## src/rtl/add_seq_ctrl_pkg.sv

```systemverilog
// Shared types and helpers for the multi-precision add/subtract sequencer.
package add_seq_ctrl_pkg;

  typedef enum logic [1:0] {
    ST_IDLE = 2'd0,
    ST_RUN  = 2'd1,
    ST_DONE = 2'd2
  } state_e;

  // Slice index width; a single-slice configuration still needs one bit.
  function automatic int idx_width(input int chunks);
    return (chunks <= 1) ? 1 : $clog2(chunks);
  endfunction

endpackage

```

## src/rtl/add_seq_ctrl_add.sv

```systemverilog
// Parameterised N-bit ripple-carry adder shared by the sequencer.
module add #(
  parameter int N = 4
) (
  input  logic [N-1:0] a,
  input  logic [N-1:0] b,
  input  logic         cin,
  output logic [N-1:0] sum,
  output logic         cout
);

  logic [N:0] c;

  always_comb begin
    c    = '0;
    sum  = '0;
    c[0] = cin;
    for (int i = 0; i < N; i++) begin
      sum[i]   = a[i] ^ b[i] ^ c[i];
      c[i+1]   = (a[i] & b[i]) | (c[i] & (a[i] ^ b[i]));
    end
    cout = c[N];
  end

endmodule

```

## src/rtl/add_seq_ctrl.sv

```systemverilog
// Computes a W-bit a+b or a-b one N-bit slice per cycle through a single
// shared ripple adder, with a start/busy/done handshake.
module add_seq_ctrl
  import add_seq_ctrl_pkg::*;
#(
  parameter int N = 4,
  parameter int W = 16
) (
  input  logic         clk,
  input  logic         rst,
  input  logic         start,
  input  logic         op_sub,
  input  logic [W-1:0] a,
  input  logic [W-1:0] b,
  output logic         busy,
  output logic         done,
  output logic [W-1:0] result,
  output logic         cout,
  output logic         ovf
);

  localparam int CHUNKS = W / N;
  localparam int IW     = idx_width(CHUNKS);
  localparam logic [W-1:0] SLICE_MASK = W'({N{1'b1}});

  // Handshake: start is accepted only on a cycle where busy is low; done is a
  // one-cycle pulse while busy is still high, and result/cout/ovf then hold.
  state_e        state_q, state_d;
  logic [W-1:0]  a_q, a_d, b_q, b_d, result_q, result_d;
  logic          sub_q, sub_d, carry_q, carry_d;
  logic          cout_q, cout_d, ovf_q, ovf_d, done_q, done_d;
  logic [IW-1:0] idx_q, idx_d;

  logic [W-1:0]  b_eff;
  logic [N-1:0]  a_sl, b_sl, add_sum;
  logic          add_cout, last;
  int            sh;

  (* keep_hierarchy = "yes" *)
  add #(.N(N)) u_add (
    .a    (a_sl),
    .b    (b_sl),
    .cin  (carry_q),
    .sum  (add_sum),
    .cout (add_cout)
  );

  always_comb begin
    b_eff = sub_q ? ~b_q : b_q;
    sh    = int'(idx_q) * N;
    a_sl  = N'(a_q >> sh);
    b_sl  = N'(b_eff >> sh);
    last  = (idx_q == IW'(CHUNKS - 1));

    state_d  = state_q;
    a_d      = a_q;
    b_d      = b_q;
    sub_d    = sub_q;
    idx_d    = idx_q;
    carry_d  = carry_q;
    result_d = result_q;
    cout_d   = cout_q;
    ovf_d    = ovf_q;

    case (state_q)
      ST_IDLE: begin
        if (start) begin
          a_d     = a;
          b_d     = b;
          sub_d   = op_sub;
          idx_d   = '0;
          carry_d = op_sub;
          state_d = ST_RUN;
        end
      end
      ST_RUN: begin
        result_d = (result_q & ~(SLICE_MASK << sh)) | (W'(add_sum) << sh);
        carry_d  = add_cout;
        idx_d    = idx_q + IW'(1);
        if (last) begin
          // On the top slice add_sum[N-1] is the new sign bit of the result.
          cout_d  = add_cout;
          ovf_d   = (a_q[W-1] == b_eff[W-1]) && (add_sum[N-1] != a_q[W-1]);
          idx_d   = '0;
          state_d = ST_DONE;
        end
      end
      ST_DONE: state_d = ST_IDLE;
      default: state_d = ST_IDLE;
    endcase

    done_d = (state_d == ST_DONE);
  end

  always_ff @(posedge clk) begin
    if (rst) begin
      state_q  <= ST_IDLE;
      a_q      <= '0;
      b_q      <= '0;
      sub_q    <= 1'b0;
      idx_q    <= '0;
      carry_q  <= 1'b0;
      result_q <= '0;
      cout_q   <= 1'b0;
      ovf_q    <= 1'b0;
      done_q   <= 1'b0;
    end else begin
      state_q  <= state_d;
      a_q      <= a_d;
      b_q      <= b_d;
      sub_q    <= sub_d;
      idx_q    <= idx_d;
      carry_q  <= carry_d;
      result_q <= result_d;
      cout_q   <= cout_d;
      ovf_q    <= ovf_d;
      done_q   <= done_d;
    end
  end

  assign busy   = (state_q != ST_IDLE);
  assign done   = done_q;
  assign result = result_q;
  assign cout   = cout_q;
  assign ovf    = ovf_q;

endmodule

```

## config.mk

```make
export PLATFORM = sky130hd
export DESIGN_NAME = add_seq_ctrl
export DESIGN_NICKNAME = d
export VERILOG_FILES = /design/src/rtl/add_seq_ctrl_pkg.sv /design/src/rtl/add_seq_ctrl_add.sv /design/src/rtl/add_seq_ctrl.sv
export SDC_FILE = /design/constraint.sdc
export NUM_CORES = 1
export LEC_CHECK = 0
export BUFFER_PORTS_ARGS = -buffer_cell sky130_fd_sc_hd__buf_2
export CAP_MARGIN = 20
export CORE_ASPECT_RATIO = 0.8
export CORE_MARGIN = 4
export CORE_UTILIZATION = 50
export CTS_BUF_LIST = sky130_fd_sc_hd__clkbuf_16
export DETAILED_ROUTE_END_ITERATION = 7
export PLACE_DENSITY = 0.82
export SLEW_MARGIN = 20
export SYNTH_ARGS = -nofsm -noshare
export SYNTH_HDL_FRONTEND = slang
export SYNTH_SLANG_ARGS = --single-unit
```

## constraint.sdc

```tcl
create_clock -name clk -period 7.7 [get_ports clk]
set_clock_uncertainty 0.15 [all_clocks]
set_input_delay 1.54 -clock clk [delete_from_list [all_inputs] [get_ports clk]]
set_output_delay 1.54 -clock clk [all_outputs]
set_load 0.02 [all_outputs]
```

* After elaboration in Yosys (flattened, before gate mapping)
Index checks and enable logic that the tools add are counted.
W data, S select, Z words.
** Storage, ports and cells
- Latch bits :: 0
- Input bits :: 36
- Memories kept :: 0
- Flip-flop bits (word level) :: 57
- RAM bits :: 0
- Output and inout port bits :: 20
- Bits in read-only memories :: 0
** Cells by class
- Reduce and logical (&&, ||, !) cells :: 7
- Equal/unequal tests :: 6
- Multipliers :: 0
- $add $sub $neg :: 1
- Muxes and demuxes :: 9
- Div/mod/pow operators :: 0
- $lt $le $gt $ge :: 0
- Bitwise operators :: 24
- Shifts and indexed selects :: 4
** Operators with widths (number)
- $not A16 Y16 :: 2
- $shr A16 B4 Y4 :: 2
- $and A16 B16 Y16 :: 1
- $mux W16 :: 1
- $or A16 B16 Y16 :: 1
- $shl A4 B4 Y16 :: 1
- $shl A4 B4 Y16 const A :: 1
- $and A1 B1 Y1 :: 8
- $mux W2 :: 4
- $pmux W2 S2 :: 2
- $xor A1 B1 Y1 :: 8
- $reduce_and A2 Y1 :: 3
- $eq A2 B2 Y1 const B :: 2
- $or A1 B1 Y1 :: 4
- $reduce_bool A2 Y1 :: 2
- $add A2 B1 Y2 const B :: 1
- $eq A2 B1 Y1 const B :: 1
- $logic_not A2 Y1 :: 1
- $ne A2 B2 Y1 const B :: 1
- $pmux W1 S2 :: 1
- $eq A1 B1 Y1 :: 1
- $logic_and A1 B1 Y1 :: 1
- $mux W1 :: 1
- $ne A1 B1 Y1 :: 1

* Depth between registers and ports, before layout
Gate-level depths: netlist (run 1).
- Depth after elaboration :: 13
- Depth in mapped cells :: 14

* Hierarchy
Netlist (run 1), hierarchy kept.
** Modules (own cells, without submodules)
- add_seq_ctrl :: times used 1, area each 2414.8 um^2, cells each 263
- add :: times used 1, area each 117.6 um^2, cells each 14

* Worst setup path before layout (run 1)
OpenSTA, ideal clock, no wires.
- Kind :: register -> register
- Start :: register idx_q[0]
- End :: register ovf_q, in the netlist ovf
- Library setup time :: 0.115 ns
- Slack :: 4.326 ns
- Period minus slack after synthesis :: 3.374 ns
- Arrival time :: 3.109 ns
- Cell stages (with the launch flop) :: 15
- Buffers on the path :: 2
- Cells stage by stage :: dfxtp_1 buf_4 buf_4 mux4_2 fa_1 inv_1 fa_1 inv_1 fa_1 inv_1 fa_1 inv_1 nand2b_1 mux2i_1 o21a_1
** Between the ends
- Longest elaborated chain between the ends :: 11
- Elaborated cells on any way between the ends :: 20
- Those cells by class :: 2 x eq/ne; 2 x shift; 14 x bitwise; 2 x reduce/logical
** Ends and longest elaborated chain
- start, declared :: line add_seq_ctrl.sv:32 : logic [IW-1:0] idx_q, idx_d;
- start signal, assigned :: line add_seq_ctrl.sv:112 : idx_q <= idx_d;
- $shr A16 B4 Y4 (*) :: line add_seq_ctrl.sv:51 : a_sl = N'(a_q >> sh);
- net a_sl[0] :: line add_seq_ctrl.sv:35 : logic [N-1:0] a_sl, b_sl, add_sum;
- $xor A1 B1 Y1 :: line add_seq_ctrl_add.sv:20 : c[i+1] = (a[i] & b[i]) | (c[i] & (a[i] ^ b[i]));
- $and A1 B1 Y1 :: line add_seq_ctrl_add.sv:20
- $or A1 B1 Y1 (*) :: line add_seq_ctrl_add.sv:20
- $and A1 B1 Y1 (*) :: line add_seq_ctrl_add.sv:20
- $or A1 B1 Y1 (*) :: line add_seq_ctrl_add.sv:20
- $and A1 B1 Y1 (*) :: line add_seq_ctrl_add.sv:20
- $or A1 B1 Y1 (*) :: line add_seq_ctrl_add.sv:20
- $xor A1 B1 Y1 (*) :: line add_seq_ctrl_add.sv:19 : sum[i] = a[i] ^ b[i] ^ c[i];
- net add_sum[3] :: line add_seq_ctrl.sv:35
- $ne A1 B1 Y1 (*) :: line add_seq_ctrl.sv:83 : ovf_d = (a_q[W-1] == b_eff[W-1]) && (add_sum[N-1] != a_q[W-1]);
- $logic_and A1 B1 Y1 (*) :: line add_seq_ctrl.sv:83
- end signal, assigned :: line add_seq_ctrl.sv:116 : ovf_q <= ovf_d;
- end, declared :: line add_seq_ctrl.sv:31 : logic cout_q, cout_d, ovf_q, ovf_d, done_q, done_d;
The timed path passes the listed nets; every way through them passes the cells marked *.
A chain may end at the register's enable or synchronous reset.

* Final worst setup path (run 1)
- Start :: register idx_q[0]
- End :: register ovf_q, in the netlist ovf
** Between the ends
- Longest elaborated chain between the ends :: 11
- Elaborated cells on any way between the ends :: 20
- Those cells by class :: 2 x eq/ne; 2 x shift; 14 x bitwise; 2 x reduce/logical
** Ends and longest elaborated chain
- $shr A16 B4 Y4 (*) :: line add_seq_ctrl.sv:52 : b_sl = N'(b_eff >> sh);
- net b_sl[0] :: line add_seq_ctrl.sv:35
- $xor A1 B1 Y1 :: line add_seq_ctrl_add.sv:20
- $and A1 B1 Y1 :: line add_seq_ctrl_add.sv:20
- $or A1 B1 Y1 (*) :: line add_seq_ctrl_add.sv:20
- $and A1 B1 Y1 (*) :: line add_seq_ctrl_add.sv:20
- $or A1 B1 Y1 (*) :: line add_seq_ctrl_add.sv:20
- $and A1 B1 Y1 (*) :: line add_seq_ctrl_add.sv:20
- $or A1 B1 Y1 (*) :: line add_seq_ctrl_add.sv:20
- $xor A1 B1 Y1 (*) :: line add_seq_ctrl_add.sv:19
- net add_sum[3] :: line add_seq_ctrl.sv:35
- $ne A1 B1 Y1 (*) :: line add_seq_ctrl.sv:83
- $logic_and A1 B1 Y1 (*) :: line add_seq_ctrl.sv:83
Marked as above.

==> impl_metrics.tcl, run 1 <==
set metrics [dict create \
    status "finished, final reports clean" \
    synth.lib_cells_used.distinct 33 \
    netlist.top_cell.by_area "sky130_fd_sc_hd__dfxtp_1" \
    antenna_cells 0 \
    first_iter_violations 115 \
    clock_latency_ns 0.32 \
    most_used_routing_layer "met2" \
    post-route-min-period_ns 3.921 \
    yosys_warnings 0 \
    max_slew.worst_pin.slew_ns 1.057 \
    areaGrowthSynthToFinish_pct 19.17 \
    resized_after_cts 0 \
    worst_path_largest_cell_delay_ns 0.84 \
    synth.cell_area_sq_um 2532 \
    postRouteWirelength_um 5316 \
    cp.arrival_ns 3.99 \
    clock_tree.root_cell "sky130_fd_sc_hd__clkbuf_16" \
    dieArea_sq_um 6275 \
    rsz0062_at_grt "false" \
    timing.critical_path.to_type "register" \
    syn_avg_cell_area_sq_um 9.142 \
    ant_nets 0 \
    setup.worst_path.start_class "register" \
    drv_slew 0 \
    final_util_pct 63.74 \
    gr-total-overflow 0 \
    timing.setup.critical_path_class "reg -> reg" \
    hold_viol 0 \
    globalRouteMet3Util_pct 9.655 \
    post-place-cells 372 \
    edff_count_synth 0 \
    num-nets-final 368 \
    critical_path.cell_chain "mux4_2 -> xor2_1 -> fa_1 -> inv_1 -> fa_1 -> inv_1 -> fa_1 -> inv_1 -> fa_1 -> inv_1 -> nand2b_1 -> mux2i_1 -> o21a_1" \
    maxCapViolCount 0 \
    worst-path-buf-inv 4 \
    synth_top_cells_by_count "sky130_fd_sc_hd__nand2_1, sky130_fd_sc_hd__dfxtp_1, sky130_fd_sc_hd__a21oi_1" \
    mappedNetlistNets 321 \
    worst_slew_margin_rel_pct 29.55 \
    grt_met2_usage_pct 29.26 \
    cts_buffer_depth 2 \
    detailed_place_hpwl_um 3699 \
    critical_path_cell_with_the_highest_stage_delay "sky130_fd_sc_hd__dfxtp_1" \
    grt_pass1_wl_um 9121 \
    worst_hold_margin_ns 0.3007 \
    yosysSeqAreaShare_pct 45.06 \
    via_per_inst 5.224 \
    synthCells 277 \
    clock_sink_count 57 \
    fp-row-count 22 \
    crit_cells 13 \
    yosysTopAreaCellShare_pct 45.06 \
    final_layout_size_suffix_gt1_share_pct 24.09 \
    via_count 2027 \
    fillCellCount 402 \
    yosys.cell_count.top_type "sky130_fd_sc_hd__nand2_1" \
    detail_route.wl_per_cell_um 13.70 \
    max_clock_freq_mhz 255.0 \
    timing.critical_path.max_delay_family "adder cells" \
    vdd.ir_drop.worst_mv 0.1396 \
    r2r.worst_path.cells 13 \
    synthFlopType "sky130_fd_sc_hd__dfxtp_1" \
    die_h_um 71.66 \
    initial_utilization_pct 53.49 \
    hold-path-cell-count 2 \
    postCtsHoldBufs 0 \
    vias_in_the_first_global_route 2003 \
    maximum_net_fanout_on_the_critical_path 17 \
    area.sequential_sq_um 1141 \
    finalSetupViolations 0 \
    hold_path_class "reg -> reg" \
    synth_async_sr_flop_share_pct 0 \
    leak_pwr_nw 1.333 \
    final_clock_period_utilization_by_the_worst_path_pct 50.93 \
    clock_buffer_count_from_cts 9 \
    globalRouteTotalUtil_pct 19.11 \
    worst-endpoint-required_ns 7.77 \
    ys_top_cells_by_area "sky130_fd_sc_hd__dfxtp_1, sky130_fd_sc_hd__nand2_1, sky130_fd_sc_hd__mux4_2" \
    grt_antenna_before_repair 0 \
    clk_pin_slew_ns 0.05 \
    power_density_nw_per_um2 241.7 \
    finish.cell_count_without_fillers 388 \
    cts_tree "built" \
    met1_usage_pct 23.20 \
    postSynthRegisterBits 57 \
    htreeDepth 3 \
    multiInputGateArea_sq_um 1204 \
    gp_routability_congestion 0.7684 \
    grt_max_degree 58 \
    postCtsSetupBuffers 0 \
    tns_ns 0 \
    core_area_sq_um 4735 \
    io_pins 56 \
    buffer_ports.inserted 55 \
    remaining_drc_errors 0 \
    dr.pass1.iters 4 \
    die_x_um 87.57 \
]
state kept, by name, summed over array words and instances (netlist names):
signal   count
a_q         16
b_q         16
result      16
idx_q        2
state_q      2
carry_q      1
cout         1
done         1
ovf          1
sub_q        1
kinds of logic after synthesis:
family          Yosys count  synth area share [%]
buf+inv                  37                 7.658
flops                    57                 45.06
mux                      11                 8.300
fa+ha+maj                 8                 5.139
simple gates            103                 18.82
xor+xnor                  5                 1.729
compound gates           56                 13.29
metal layers:
| metal | routed length (um) | part of all wire [%] | up-vias |
|---|---|---|---|
| met4 | 82 | 1.5 | 0 |
| li1 | - | - | 1025 |
| met2 | 2502 | 47 | 45 |
| met1 | 2393 | 45 | 947 |
| met5 | 0 | 0 | - |
| met3 | 336 | 6.3 | 10 |
cells in the final DEF (no fill, tap or decap), types with 2 or more instances in the layout:
master                      instances
sky130_fd_sc_hd__nor2_1            22
sky130_fd_sc_hd__dfxtp_1           57
sky130_fd_sc_hd__inv_1             22
sky130_fd_sc_hd__a22oi_1           16
sky130_fd_sc_hd__nand2b_1           2
sky130_fd_sc_hd__nand2_1           66
sky130_fd_sc_hd__fa_1               4
sky130_fd_sc_hd__buf_2             55
sky130_fd_sc_hd__and4bb_2           2
sky130_fd_sc_hd__mux2i_1            3
sky130_fd_sc_hd__mux4_2             8
sky130_fd_sc_hd__clkbuf_16          9
sky130_fd_sc_hd__ha_1               4
sky130_fd_sc_hd__nand3b_1           3
sky130_fd_sc_hd__a21oi_1           35
sky130_fd_sc_hd__xor2_1             4
stage by stage:
| stage | area [sq um] | total power, mW | setup WS (ns) |
|---|---|---|---|
| 3_5_place_dp | 2759 | 0.4106 | 3.760 |
| 2_1_floorplan | 2532 | 0.3869 | 4.326 |
| 3_3_place_gp | 2759 | 0.4078 | 3.850 |
| 5_1_grt | 3018 | 0.7646 | 3.477 |
| 4_1_cts | 3007 | 0.7363 | 3.729 |
| 6_report | 3018 | 0.7294 | 3.779 |
cell type report:
type | instances | share of cell area, %
flip-flops and latches | 57 | 37.81
well taps | 60 | 2.488
clock inverters | 6 | 0.7463
clock buffers | 9 | 7.463
multi-input cells | 183 | 39.88
inverters | 17 | 2.114
repair buffers | 56 | 9.494
power by group:
part	internal, mW	switching, mW
registers	0.310	0.0129
clock network	0.207	0.117
logic	0.0357	0.0473
total	0.553	0.177
path summary, 6_finish.rpt:
| kind | start | end | slack, ns |
|---|---|---|---|
| min reg2reg | b_q[6]$_SDFFE_PP0P_ | b_q[6]$_SDFFE_PP0P_ | 0.30 |
| min | b_q[6]$_SDFFE_PP0P_ | b_q[6]$_SDFFE_PP0P_ | 0.30 |
| max reg2reg | idx_q[0]$_SDFFE_PP0P_ | ovf$_SDFFE_PP0P_ | 3.78 |
| max | idx_q[0]$_SDFFE_PP0P_ | ovf$_SDFFE_PP0P_ | 3.78 |
tightest hold or removal path, stage by stage, from the launching register on:
cell and delay (ns):
sky130_fd_sc_hd__dfxtp_1 0.30, sky130_fd_sc_hd__nand2_1 0.05, sky130_fd_sc_hd__a21oi_1 0.05
Power figures use the tool's default switching activity.
==> run 2, diff against run 1 <==
- CORE_UTILIZATION: 50 -> 48
- PLACE_DENSITY: 0.82 -> 0.83
- clock period: 7.7 -> 3.5 ns (I/O delays scaled with it)
==> run 2 against run 1 <==
  * Hold slack improved by 0.0027 ns
  * Clock-buffer cell count unchanged
  * Routed wire length increased by 3.8%
  * Global-route usage decreased by 0.50 points
  * Sequential share of layout area decreased by 1.3 points
  * Non-clock buffer count increased by 5
  * Largest cell class unchanged
  * Cell count increased by 2.1%
  * Register-to-register slack got worse by 3.6 ns
  * Combinational power increased by 140%
  * Cell area increased by 3.6%
  * Critical path type unchanged
  * Critical path depth unchanged
  * First-iteration DRC count decreased by 8.7%
==> impl_metrics.tcl, run 2 (same netlist as run 1, synthesis figures left out) <==
set metrics [dict create \
    final_layout_size_suffix_gt1_share_pct 27.25 \
    status "finished, final reports clean" \
    remaining_drc_errors 0 \
    grt_pass1_wl_um 9128 \
    ant_nets 0 \
    areaGrowthSynthToFinish_pct 23.42 \
    hold_path_class "reg -> reg" \
    vdd.ir_drop.worst_mv 0.3851 \
    power_density_nw_per_um2 583.0 \
    first_iter_violations 105 \
    power.internal_mw 1.387 \
    fp-row-count 23 \
    via_count 2044 \
    detail_route.wl_per_cell_um 13.94 \
    clock_tree.root_cell "sky130_fd_sc_hd__clkbuf_16" \
    register_to_register_setup_slack_ns 0.21 \
    postCtsHoldBufs 0 \
    maxCapViolCount 0 \
    num-nets-final 373 \
    max_slew.worst_pin.slew_ns 0.9756 \
    timing.critical_path.to_type "register" \
    cp.arrival_ns 3.36 \
    cts_buffer_depth 2 \
    timing.setup.critical_path_class "reg -> reg" \
    detailed_place_hpwl_um 3811 \
    hold_viol 0 \
    commonest_cells_after_routing_fill_and_taps_aside "sky130_fd_sc_hd__nand2_1, sky130_fd_sc_hd__dfxtp_1, sky130_fd_sc_hd__buf_2" \
    maximum_net_fanout_on_the_critical_path 4 \
    gp_routability_congestion 0.8594 \
    antenna_cells 0 \
    setup.worst_path.start_class "register" \
    post-place-cells 380 \
    clk_pin_slew_ns 0.05 \
    vias_in_the_first_global_route 1998 \
    grt_max_degree 58 \
    place_ws_ns 0.2176 \
    initial_utilization_pct 50.00 \
    gr-total-overflow 0 \
    worst_slew_margin_rel_pct 34.96 \
    cts_tree "built" \
    pwr-share-comb_pct 10.8 \
    resized_after_cts 0 \
    postRouteWirelength_um 5520 \
    post-route-min-period_ns 3.292 \
    die_x_um 89.21 \
    share_seq_of_total_power_pct 38.6 \
    clock_power_share_pct 50.6 \
    worst-endpoint-required_ns 3.57 \
    clock_latency_ns 0.32 \
    p_switching_uw 435.2 \
    postLayoutSetupSlackWorst_ns 0.2083 \
    htreeDepth 3 \
    globalRouteTotalUtil_pct 18.61 \
    rsz0062_at_grt "false" \
    grt_antenna_before_repair 0 \
    clock_buffer_count_from_cts 9 \
    via_per_inst 5.162 \
    core_area_sq_um 5065 \
    tns_ns 0 \
    final_common_cell "sky130_fd_sc_hd__nand2_1" \
    postCtsSetupBuffers 0 \
    finish.cell_count_without_fillers 396 \
    drv_slew 0 \
    max_clock_freq_mhz 303.8 \
    io_pins 56 \
    power.share.switching_pct 23.89 \
    buffer_ports.inserted 55 \
    worst_hold_margin_ns 0.3034 \
    finalSetupViolations 0 \
    die_h_um 72.97 \
    fillCellCount 430 \
    final_clock_period_utilization_by_the_worst_path_pct 94.05 \
    dr.pass1.iters 4 \
    leak_pwr_nw 1.371 \
    clock_sink_count 57 \
    dieArea_sq_um 6509 \
]
## run 2: cell types whose count changed in the layout (fill, tap and decap cells not counted), sizes merged
cell / before / now
clkinvlp: 0 / 1
bufinv: 0 / 2
inv: 22 / 18
buf: 56 / 61
clkinv: 1 / 3
## run 2: final timing paths
check             cells after the start             startpoint                  end
setup reg to reg                     13  idx_q[0]$_SDFFE_PP0P_     ovf$_SDFFE_PP0P_
hold reg to reg                       2    b_q[7]$_SDFFE_PP0P_  b_q[7]$_SDFFE_PP0P_
hold / removal                        2    b_q[7]$_SDFFE_PP0P_  b_q[7]$_SDFFE_PP0P_
setup / recovery                     13  idx_q[0]$_SDFFE_PP0P_     ovf$_SDFFE_PP0P_
## run 2: worst max-delay path, cell delays in order (launching register included)
cell and delay [ns]:
sky130_fd_sc_hd__dfxtp_1 0.36, sky130_fd_sc_hd__buf_4 0.16, sky130_fd_sc_hd__mux4_2 0.53, sky130_fd_sc_hd__fa_1 0.43
sky130_fd_sc_hd__inv_1 0.08, sky130_fd_sc_hd__fa_1 0.16, sky130_fd_sc_hd__inv_1 0.05, sky130_fd_sc_hd__fa_1 0.36
sky130_fd_sc_hd__inv_1 0.08, sky130_fd_sc_hd__fa_1 0.40, sky130_fd_sc_hd__inv_1 0.09, sky130_fd_sc_hd__nand2b_1 0.11
sky130_fd_sc_hd__mux2i_1 0.07, sky130_fd_sc_hd__o21a_1 0.17
## run 2: routing by layer
metal | part of all wire [%] | global-route usage (%) | vias to the layer above
li1 | - | - | 1035
met4 | 1.2 | 6.116 | 0
met3 | 7.6 | 8.014 | 9
met1 | 45 | 24.64 | 943
met2 | 46 | 27.39 | 57
met5 | 0 | 0 | -
## run 2: layout make-up
type                       instances  area (sq um)  share of cell area, %
clock buffer                       9         225.2                  7.206
timing repair buffer              61         320.3                  10.25
tap                               62         77.57                  2.482
clock inverter                     7         93.84                  3.002
sequential                        57          1141                  36.51
multi-input combinational        183          1204                  38.51
inverter                          17         63.81                  2.042
## run 2: power groups by stage
stage	clock, mW	sequential, mW	combinational [mW]
floorplan	0	0.713	0.138
global placement	0	0.715	0.192
detailed placement	0	0.716	0.197
CTS	0.932	0.703	0.199
global route	0.964	0.706	0.223
finish	0.921	0.703	0.197
## run 2: metrics by stage
step | area [sq um] | power [mW] | util [%]
final | 3126 | 1.822 | 61.71
after global routing | 3126 | 1.893 | 61.71
after CTS | 3126 | 1.835 | 61.71
after detailed placement | 2806 | 0.9132 | 55.41
after global placement | 2806 | 0.9074 | 55.41
after floorplan | 2532 | 0.8512 | -
